**src/rtl/cache_mem_arbiter.sv**
```systemverilog
// rtl/cache_mem_arbiter.sv - shares one line-wide memory port between I-cache and D-cache
// Fixed D-over-I priority by default; define ARB_ROUND_ROBIN_EN to alternate grants on ties.
module cache_mem_arbiter #(
    parameter int ADDR_W = 32,
    parameter int LINE_W = 256
) (
    input  logic              clk_i,
    input  logic              rst_i,
    input  logic              i_enable_i,
    input  logic [ADDR_W-1:0] i_addr_i,
    output logic [LINE_W-1:0] i_data_o,
    output logic              i_ack_o,
    input  logic              d_enable_i,
    input  logic              d_write_i,
    input  logic [ADDR_W-1:0] d_addr_i,
    input  logic [LINE_W-1:0] d_data_i,
    output logic [LINE_W-1:0] d_data_o,
    output logic              d_ack_o,
    output logic              mem_enable_o,
    output logic              mem_write_o,
    output logic [ADDR_W-1:0] mem_addr_o,
    output logic [LINE_W-1:0] mem_data_o,
    input  logic [LINE_W-1:0] mem_data_i,
    input  logic              mem_ack_i
);

    typedef enum logic [1:0] {S_IDLE, S_BUSY, S_DONE} state_t;

    state_t              state_q;
    logic                owner_q;
    logic                i_ack_q, d_ack_q;
    logic [LINE_W-1:0]   i_data_q, d_data_q;
    logic                mem_enable_q, mem_write_q;
    logic [ADDR_W-1:0]   mem_addr_q;
    logic [LINE_W-1:0]   mem_data_q;
    logic                pick_d;

`ifdef ARB_ROUND_ROBIN_EN
    logic                last_grant_q;

    // On a tie the side that was not served last wins; last_grant_q=1 means D.
    always_comb begin
        pick_d = d_enable_i;
        if (i_enable_i && d_enable_i) begin
            pick_d = ~last_grant_q;
        end
    end
`else
    always_comb begin
        pick_d = d_enable_i;
    end
`endif

    always_ff @(posedge clk_i or posedge rst_i) begin
        if (rst_i) begin
            state_q      <= S_IDLE;
            owner_q      <= 1'b0;
            i_ack_q      <= 1'b0;
            d_ack_q      <= 1'b0;
            i_data_q     <= '0;
            d_data_q     <= '0;
            mem_enable_q <= 1'b0;
            mem_write_q  <= 1'b0;
            mem_addr_q   <= '0;
            mem_data_q   <= '0;
`ifdef ARB_ROUND_ROBIN_EN
            last_grant_q <= 1'b0;
`endif
        end else begin
            case (state_q)
                S_IDLE: begin
                    i_ack_q <= 1'b0;
                    d_ack_q <= 1'b0;
                    if (i_enable_i || d_enable_i) begin
                        owner_q      <= pick_d;
                        mem_addr_q   <= pick_d ? d_addr_i : i_addr_i;
                        mem_write_q  <= pick_d & d_write_i;
                        mem_data_q   <= pick_d ? d_data_i : '0;
                        mem_enable_q <= 1'b1;
                        state_q      <= S_BUSY;
                    end else begin
                        mem_enable_q <= 1'b0;
                    end
                end
                S_BUSY: begin
                    // Payload stays frozen; requester inputs are not looked at until completion.
                    if (mem_ack_i) begin
                        mem_enable_q <= 1'b0;
                        mem_write_q  <= 1'b0;
                        if (owner_q) begin
                            d_data_q <= mem_data_i;
                            d_ack_q  <= 1'b1;
                        end else begin
                            i_data_q <= mem_data_i;
                            i_ack_q  <= 1'b1;
                        end
`ifdef ARB_ROUND_ROBIN_EN
                        last_grant_q <= owner_q;
`endif
                        state_q <= S_DONE;
                    end
                end
                S_DONE: begin
                    i_ack_q <= 1'b0;
                    d_ack_q <= 1'b0;
                    state_q <= S_IDLE;
                end
                default: begin
                    state_q <= S_IDLE;
                end
            endcase
        end
    end

    assign i_ack_o      = i_ack_q;
    assign d_ack_o      = d_ack_q;
    assign i_data_o     = i_data_q;
    assign d_data_o     = d_data_q;
    assign mem_enable_o = mem_enable_q;
    assign mem_write_o  = mem_write_q;
    assign mem_addr_o   = mem_addr_q;
    assign mem_data_o   = mem_data_q;

endmodule

```
**config.mk**
```make
export PLATFORM = sky130hd
export DESIGN_NAME = cache_mem_arbiter
export DESIGN_NICKNAME = d
export VERILOG_FILES = /design/src/rtl/cache_mem_arbiter.sv
export SDC_FILE = /design/constraint.sdc
export NUM_CORES = 1
export LEC_CHECK = 0
export BUFFER_PORTS_ARGS = -buffer_cell sky130_fd_sc_hd__clkbuf_2
export CAP_MARGIN = 25
export CORE_AREA = 3 3 543 545
export DETAILED_ROUTE_END_ITERATION = 7
export DIE_AREA = 0 0 546 548
export SYNTH_ARGS = -nofsm -noshare
export SYNTH_HDL_FRONTEND = slang
export SYNTH_SLANG_ARGS = --single-unit
```
**constraint.sdc**
```tcl
create_clock -name clk_i -period 36.4 [get_ports clk_i]
set_input_delay 3.64 -clock clk_i [delete_from_list [all_inputs] [get_ports clk_i]]
set_output_delay 3.64 -clock clk_i [all_outputs]
set_load 0.05 [all_outputs]
```
==> results of run 1 <==
==> worst max-delay path: cells and delay by family <==
kind | cells | cell delay [ns]
buffers and inverters | 5 | 2.45
and+or+nand+nor | 2 | 0.72
muxes | 1 | 0.42
==> registers in the layout, indices dropped and copies added (netlist names) <==
signal	flops
d_ack_o	1
d_data_o	256
i_ack_o	1
i_data_o	256
mem_addr_o	32
mem_data_o	256
mem_enable_o	1
mem_write_o	1
owner_q	1
state_q	2
==> area by class of cell <==
| cell class | count | area [um^2] | share of cell area |
|---|---|---|---|
| Multi-Input combinational cell | 850 | 8900 | 0.201 |
| Sequential cell | 807 | 20200 | 0.456 |
| Inverter | 2 | 15.0 | 0.000339 |
| Antenna cell | 11 | 27.5 | 0.000621 |
| Timing Repair Buffer | 1411 | 7220 | 0.163 |
| Clock inverter | 36 | 438 | 0.00988 |
| Clock buffer | 124 | 2640 | 0.0595 |
| Tap cell | 3900 | 4880 | 0.110 |
==> cell usage after synthesis <==
cell type,n,area [um^2]
sky130_fd_sc_hd__dfrtp_1,807,20200
sky130_fd_sc_hd__mux2_2,557,6270
sky130_fd_sc_hd__a22o_1,256,2240
sky130_fd_sc_hd__buf_2,49,245
sky130_fd_sc_hd__buf_6,47,529
sky130_fd_sc_hd__clkbuf_1,11,41.3
sky130_fd_sc_hd__mux2_1,10,113
sky130_fd_sc_hd__mux2_4,9,135
sky130_fd_sc_hd__buf_1,7,26.3
sky130_fd_sc_hd__buf_4,7,52.6
sky130_fd_sc_hd__a21o_1,2,15.0
sky130_fd_sc_hd__nand2_1,2,7.51
sky130_fd_sc_hd__nor2_1,2,7.51
sky130_fd_sc_hd__o21ai_0,2,10.0
sky130_fd_sc_hd__a31o_2,1,8.76
sky130_fd_sc_hd__and2_1,1,6.26
sky130_fd_sc_hd__and4_1,1,8.76
sky130_fd_sc_hd__inv_1,1,3.75
sky130_fd_sc_hd__inv_2,1,3.75
sky130_fd_sc_hd__nand2_2,1,6.26
sky130_fd_sc_hd__nand2b_1,1,6.26
sky130_fd_sc_hd__nand3b_1,1,7.51
sky130_fd_sc_hd__nor2_2,1,6.26
sky130_fd_sc_hd__nor2b_1,1,6.26
sky130_fd_sc_hd__o21a_1,1,7.51
sky130_fd_sc_hd__o21ai_1,1,5.00
==> kinds of logic (layout without fill, tap and decap cells) <==
kind of cell	Yosys count	in the layout	synth area share
compound gates	263	263	0.0764
buf+inv	123	1573	0.0301
flops	807	807	0.674
mux	576	576	0.218
other cells	0	11	0
simple gates	11	11	0.00209
==> metal layers <==
layer	wire [um]	track usage	vias to the layer above
met4	8320	0.0434	132
met5	914	0	-
met2	82000	0.186	1366
met1	63700	0.120	11200
li1	-	-	9352
met3	27200	0.0785	487
==> how the worst max path moves through the flow <==
| stage | end | slack, ns | depth (start not counted) |
|---|---|---|---|
| after floorplan | d_ack_o$_DFFE_PP0P_ | 10.10 | 1 |
| after global placement | d_data_o[208]$_DFFE_PP0P_ | 28.81 | 8 |
| after detailed placement | d_data_o[162]$_DFFE_PP0P_ | 28.76 | 8 |
| after CTS | d_data_o[183]$_DFFE_PP0P_ | 29.62 | 8 |
| after global routing | d_data_o[162]$_DFFE_PP0P_ | 29.40 | 8 |
| final | d_data_o[162]$_DFFE_PP0P_ | 29.53 | 8 |
==> stage by stage <==
step           utilization  area (um^2)  worst slack (ns)  hold slack [ns]  cells
2_1_floorplan            -        30000             10.10            0.528   1780
3_3_place_gp         0.142        41100             28.81            0.477   6967
3_5_place_dp         0.142        41100             28.76            0.483   6967
4_1_cts              0.152        44200             29.62            0.498   7127
5_1_grt              0.152        44300             29.40            0.511   7134
6_report             0.153        44300             29.53            0.496   7141
==> flow_summary_export.csv, run 1 <==
group,metric,value,unit
routing,viasPerCell,3.15,
critical_path,ff2ff_setup_slack,32.01,ns
timing,post-route-period-util,0.189,
cts,numCtsBuffers,95,
routing,route.antenna.remaining_nets,0,
cts,post_cts.repair.setup_buffers,0,
cts,worst_skew_pair.late_latency,0.80,ns
routing,vias,22500,
timing,final.setup.tns,0,ns
cts,cts_sinks,807,
global_routing,grt_start_max_net_pins,181,
critical_path,setup.worst_path.start_class,"input pin",
critical_path,startpoint,"mem_ack_i",
floorplanning,num_io_pins,1386,
global_routing,grtUsageTotal,0.116,
placement,place.detailed.hpwl,156000,um
floorplanning,die-height,548,um
critical_path,critPathCaptureType,"flip-flop",
yosys,syn_nets,2362,
yosys,ys.warnings.count,0,
timing,tightest_slew,1.15,ns
critical_path,worstSetupPathType,"in -> reg",
yosys,synthDistinctLibCells,26,
floorplanning,floorplan.initialDensity,0.103,
placement,gpl.final_weighted_congestion,0.940,
floorplanning,die_area,299000,um^2
yosys,ys_seq_area_frac,0.674,
critical_path,r2r-start,"state_q[0]$_DFFE_PP0P_",
global_routing,grt_overflow,0,
timing,fmax,145,MHz
cells_and_area,fillcell_total,32300,
worst_hold_path,hold_path_startpoint,"d_data_o[52]$_DFFE_PP0P_",
routing,drcViolationCount,0,
worst_hold_path,min_delay_path_depth,1,
routing,first_pass_iters,7,
placement,io_buffer_count,1385,
timing,timing.clock.skew,0.0273,ns
cts,cts.clk_slew.worst_paths,0.06,ns
cells_and_area,mostFrequentLayoutCell,"sky130_fd_sc_hd__clkbuf_2",
critical_path,cp.arrival,7.51,ns
floorplanning,core_region_area,291000,um^2
timing,finalHoldViolations,0,
status,outcome,"completed",
yosys,syn_inst,1780,
floorplanning,core.rowCount,198,
cells_and_area,final_cell_mix,"sky130_fd_sc_hd__clkbuf_2 (1385), sky130_fd_sc_hd__dfrtp_1 (807), sky130_fd_sc_hd__mux2_2 (557)",
yosys,syn-cell-area,30000,um^2
cells_and_area,flow.area_growth_from_synthesis,47.9,%
cts,tritoncts,"done",
timing,timing_max_transition_violations_final,0,
critical_path,timing.critical_path.cells,"clkbuf_2, nand3b_1, inv_2, nand2_8, buf_4, buf_4, buf_4, mux2_2",
critical_path,critical-path-slowest-cell,"sky130_fd_sc_hd__buf_4",
critical_path,delay_contributed_by_the_slowest_stage_of_the_critical_path,0.79,ns
critical_path,r2r_cells,7,
critical_path,cpMostUsedCell,"sky130_fd_sc_hd__buf_4",
routing,wl_per_cell,25.5,um
routing,wl,182000,um
cts,h-tree-depth,3,
yosys,syn_area_per_cell,16.8,um^2
critical_path,regToRegEndpoint,"d_data_o[162]$_DFFE_PP0P_",
global_routing,antenna_violations_before_repair,160,
cts,clock_tree.root_cell,"sky130_fd_sc_hd__clkbuf_16",
run,maxCapViolCount,0,
yosys,ys_ff_latch,807,
floorplanning,die_width,546,um
cells_and_area,layout-drive-gt1-share,0.659,
timing,max_slew_margin,0.235,
critical_path,data_required_time_at_the_worst_endpoint,37.04,ns
cts,cts_hold_repair.buffers,0,
worst_hold_path,terminating_pin_of_the_worst_hold_path,"d_data_o[52]$_DFFE_PP0P_",
cts,cts-root-to-sink-buffers,4,
global_routing,first_global_vias,22900,
routing,drt_iter0_markers,1425,
cells_and_area,final_nets,3749,
cts,post_cts_resize_count,0,
timing,grt_setup_unrepaired,"false",
timing,timing.final.crit_period,6.87,ns
timing,setup_violations,0,
critical_path,critPathMaxFanout,94,
global_routing,grt_pass1_wl,233000,um
worst_hold_path,timing.hold.worst.class,"reg -> reg",
Power of run 1 is not shown: default switching activity piles up to over one toggle a cycle in this logic, so the estimate is an artifact.
==> inputs of run 2 (changes only) <==
--- a/config.mk
+++ b/config.mk
@@ -5,11 +5,12 @@
 export SDC_FILE = /design/constraint.sdc
 export NUM_CORES = 1
 export LEC_CHECK = 0
+export ABC_AREA = 1
 export BUFFER_PORTS_ARGS = -buffer_cell sky130_fd_sc_hd__clkbuf_2
 export CAP_MARGIN = 25
-export CORE_AREA = 3 3 543 545
+export CORE_AREA = 3 3 540 542
 export DETAILED_ROUTE_END_ITERATION = 7
-export DIE_AREA = 0 0 546 548
+export DIE_AREA = 0 0 543 545
 export SYNTH_ARGS = -nofsm -noshare
 export SYNTH_HDL_FRONTEND = slang
 export SYNTH_SLANG_ARGS = --single-unit
==> constraint.sdc (replaced) <==
create_clock -name clk_i -period 5.66 [get_ports clk_i]
set_input_delay 0.566 -clock clk_i [delete_from_list [all_inputs] [get_ports clk_i]]
set_output_delay 0.566 -clock clk_i [all_outputs]
set_load 0.05 [all_outputs]
==> flow_summary_export.csv, run 2 <==
group,metric,value,unit
status,outcome,"completed",
yosys,synthDistinctLibCells,15,
timing,hold-worst-slack,0.0810,ns
power_and_ir_drop,ir_drop,0.743,mV
worst_hold_path,timing.hold.worst.class,"in -> reg",
critical_path,worstSetupPathType,"reg -> reg",
power_and_ir_drop,power_density,720,nW/um^2
cells_and_area,flow.area_growth_from_synthesis,63.5,%
floorplanning,core_region_area,287000,um^2
routing,first_pass_iters,6,
routing,viasPerCell,3.56,
critical_path,critical-path-slowest-cell,"sky130_fd_sc_hd__buf_4",
routing,drcViolationCount,0,
placement,io_buffer_count,1385,
yosys,number_of_synthesized_flops_with_an_enable_pin,0,
yosys,syn_inst,3577,
yosys,syn_area_per_cell,8.81,um^2
yosys,syn-cell-area,31500,um^2
timing,timing.clock.skew,0.0683,ns
cts,tritoncts,"done",
critical_path,timing.critical_path.cells,"nand4_1, buf_12, buf_4, nand2_1, nand2_1",
timing,timing.final.crit_period,2.64,ns
yosys,syn_nets,4159,
cells_and_area,final_nets,5970,
cts,worst_skew_pair.late_latency,0.82,ns
floorplanning,core.rowCount,197,
routing,wl,224000,um
yosys,yosys.area.top_type,"sky130_fd_sc_hd__dfrtp_1",
power_and_ir_drop,internal_power,16.3,mW
critical_path,setup.worst_path.start_class,"flip-flop",
timing,finalHoldViolations,0,
yosys,ys_seq_area_frac,0.641,
critical_path,delay_contributed_by_the_slowest_stage_of_the_critical_path,0.74,ns
routing,vias,33100,
timing,timing_max_transition_violations_final,0,
floorplanning,die_width,543,um
global_routing,grt_overflow,0,
power_and_ir_drop,cellLeakagePower,27.4,nW
cts,numCtsBuffers,101,
placement,gpl.final_weighted_congestion,0.901,
cts,post_cts_resize_count,0,
cts,cts-root-to-sink-buffers,4,
routing,route.antenna.remaining_nets,0,
yosys,yosys_most_used_dff,"sky130_fd_sc_hd__dfrtp_1",
cts,clock_tree.root_cell,"sky130_fd_sc_hd__clkbuf_16",
global_routing,grtUsageTotal,0.144,
floorplanning,die_area,296000,um^2
critical_path,critPathMaxFanout,114,
timing,tightest_slew,1.04,ns
floorplanning,floorplan.initialDensity,0.110,
cts,h-tree-depth,3,
global_routing,grt_start_max_net_pins,186,
critical_path,ff2ff_setup_slack,3.02,ns
yosys,ys_ff_latch,807,
timing,final.setup.tns,0,ns
cells_and_area,layout-drive-gt1-share,0.295,
power_and_ir_drop,switching_power,20.8,mW
cts,cts_sinks,807,
global_routing,antenna_violations_before_repair,185,
global_routing,first_global_vias,32200,
power_and_ir_drop,clock_power_share,0.192,
yosys,area_fraction_of_the_dominant_cell_type_after_synthesis,0.641,
global_routing,grt_pass1_wl,292000,um
floorplanning,die-height,545,um
timing,post-route-period-util,0.467,
placement,place.detailed.hpwl,182000,um
yosys,synth_area_leaders,"sky130_fd_sc_hd__dfrtp_1 (64%), sky130_fd_sc_hd__nand2_1 (24%), sky130_fd_sc_hd__nand3_1 (8.2%), sky130_fd_sc_hd__buf_2 (2.8%), sky130_fd_sc_hd__clkbuf_1 (0.57%)",
timing,grt_setup_unrepaired,"false",
critical_path,critPathCaptureType,"flip-flop",
yosys,ys.warnings.count,0,
timing,setup_violations,0,
yosys,synthMostInstantiatedCell,"sky130_fd_sc_hd__nand2_1",
yosys,most_used_standard_cells_in_the_synthesized_netlist,"sky130_fd_sc_hd__nand2_1 (1997), sky130_fd_sc_hd__dfrtp_1 (807), sky130_fd_sc_hd__nand3_1 (515)",
critical_path,data_required_time_at_the_worst_endpoint,6.36,ns
cells_and_area,final_cell_mix,"sky130_fd_sc_hd__nand2_1 (1995), sky130_fd_sc_hd__clkbuf_2 (1384), sky130_fd_sc_hd__dfrtp_1 (807)",
power_and_ir_drop,power.sequential.fraction,0.271,
power_and_ir_drop,power.share.switching,0.560,
timing,max_slew_margin,0.307,
routing,wl_per_cell,24.0,um
floorplanning,num_io_pins,1386,
yosys,synth-async-reset-ratio,1.00,
cts,cts.clk_slew.worst_paths,0.06,ns
power_and_ir_drop,pwr-share-comb,0.537,
critical_path,cpMostUsedCell,"sky130_fd_sc_hd__nand2_1",
routing,drt_iter0_markers,2649,
cells_and_area,mostFrequentLayoutCell,"sky130_fd_sc_hd__nand2_1",
critical_path,cp.arrival,3.34,ns
timing,fmax,378,MHz
run,maxCapViolCount,0,
-- run 2: changes by cell type after synthesis, sizes merged, moves of 37 or more --
cell    change
nand3     +515
clkbuf     +37
buf        +80
a22o      -256
nand2    +1994
mux2      -576
-- run 2: through the flow --
step	instance area (um^2)	total power, mW	setup WS, ns	utilization	cells
final	51500	37.1	3.02	0.179	9309
after global routing	51400	39.0	2.98	0.179	9274
after detailed placement	42600	29.9	2.39	0.148	8553
after CTS	51300	37.7	3.13	0.179	9244
after global placement	42600	29.7	2.47	0.148	8553
after floorplan	31500	23.0	-5.98	-	3577
-- run 2: critical path, delay by kind of cell, from the launching register on --
kind	cells	cell delay (ns)
and+or+nand+nor	3	0.55
DFF	1	0.54
buffers and inverters	2	1.13
-- run 2: repair_timing --
action	CTS	global route
endpoints found under the setup margin	0	0
setup buffers	0	0
hold endpoints to repair	746	0
hold buffers	513	0
-- run 2: layout make-up --
type / instances / area [um^2]
Tap cell: 3781 / 4730
Fill cell: 32300 / 236000
Timing Repair Buffer: 1946 / 12600
Antenna cell: 65 / 163
Multi-Input combinational cell: 2525 / 10200
Sequential cell: 807 / 20200
Clock inverter: 50 / 769
Clock buffer: 128 / 2800
Inverter: 7 / 30.0
-- run 2: metal layers --
layer | routed length [um] | GRT usage | vias to the layer above
li1 | - | - | 14900
met1 | 86300 | 0.165 | 15900
met2 | 97800 | 0.224 | 1667
met3 | 27100 | 0.0724 | 548
met4 | 11600 | 0.0649 | 144
met5 | 1040 | 0.00341 | -
-- run 2: power by group through the flow --
stage | Combinational (mW) | Sequential [mW] | Clock, mW
after floorplan | 3.86 | 19.2 | 0
after global placement | 19.7 | 10.0 | 0
after detailed placement | 19.8 | 10.1 | 0
after CTS | 20.3 | 10.0 | 7.39
after global routing | 21.1 | 10.3 | 7.56
final | 19.9 | 10.0 | 7.11
-- run 2: worst paths after layout --
kind,start,to,depth (start not counted)
max in group asynchronous,rst_i,i_data_o[195]$_DFFE_PP0P_,5
worst min-delay path,d_data_i[32],mem_data_o[32]$_DFFE_PP0P_,3
worst max-delay path,owner_q$_DFFE_PP0P_,d_data_o[111]$_DFFE_PP0P_,5
worst max register to register,owner_q$_DFFE_PP0P_,d_data_o[111]$_DFFE_PP0P_,5
min in group asynchronous,rst_i,d_data_o[222]$_DFFE_PP0P_,3
worst min register to register,mem_data_o[248]$_DFFE_PP0P_,mem_data_o[248]$_DFFE_PP0P_,2
-- run 2: cell families after synthesis --
| family | Yosys count | synth area share |
|---|---|---|
| and+or+nand+nor | 2523 | 0.322 |
| DFF | 807 | 0.641 |
| buffers and inverters | 245 | 0.0370 |
| AOI/OAI and AO/OA | 2 | 0.000318 |
No activity file was read; power rests on OpenSTA's default activity.
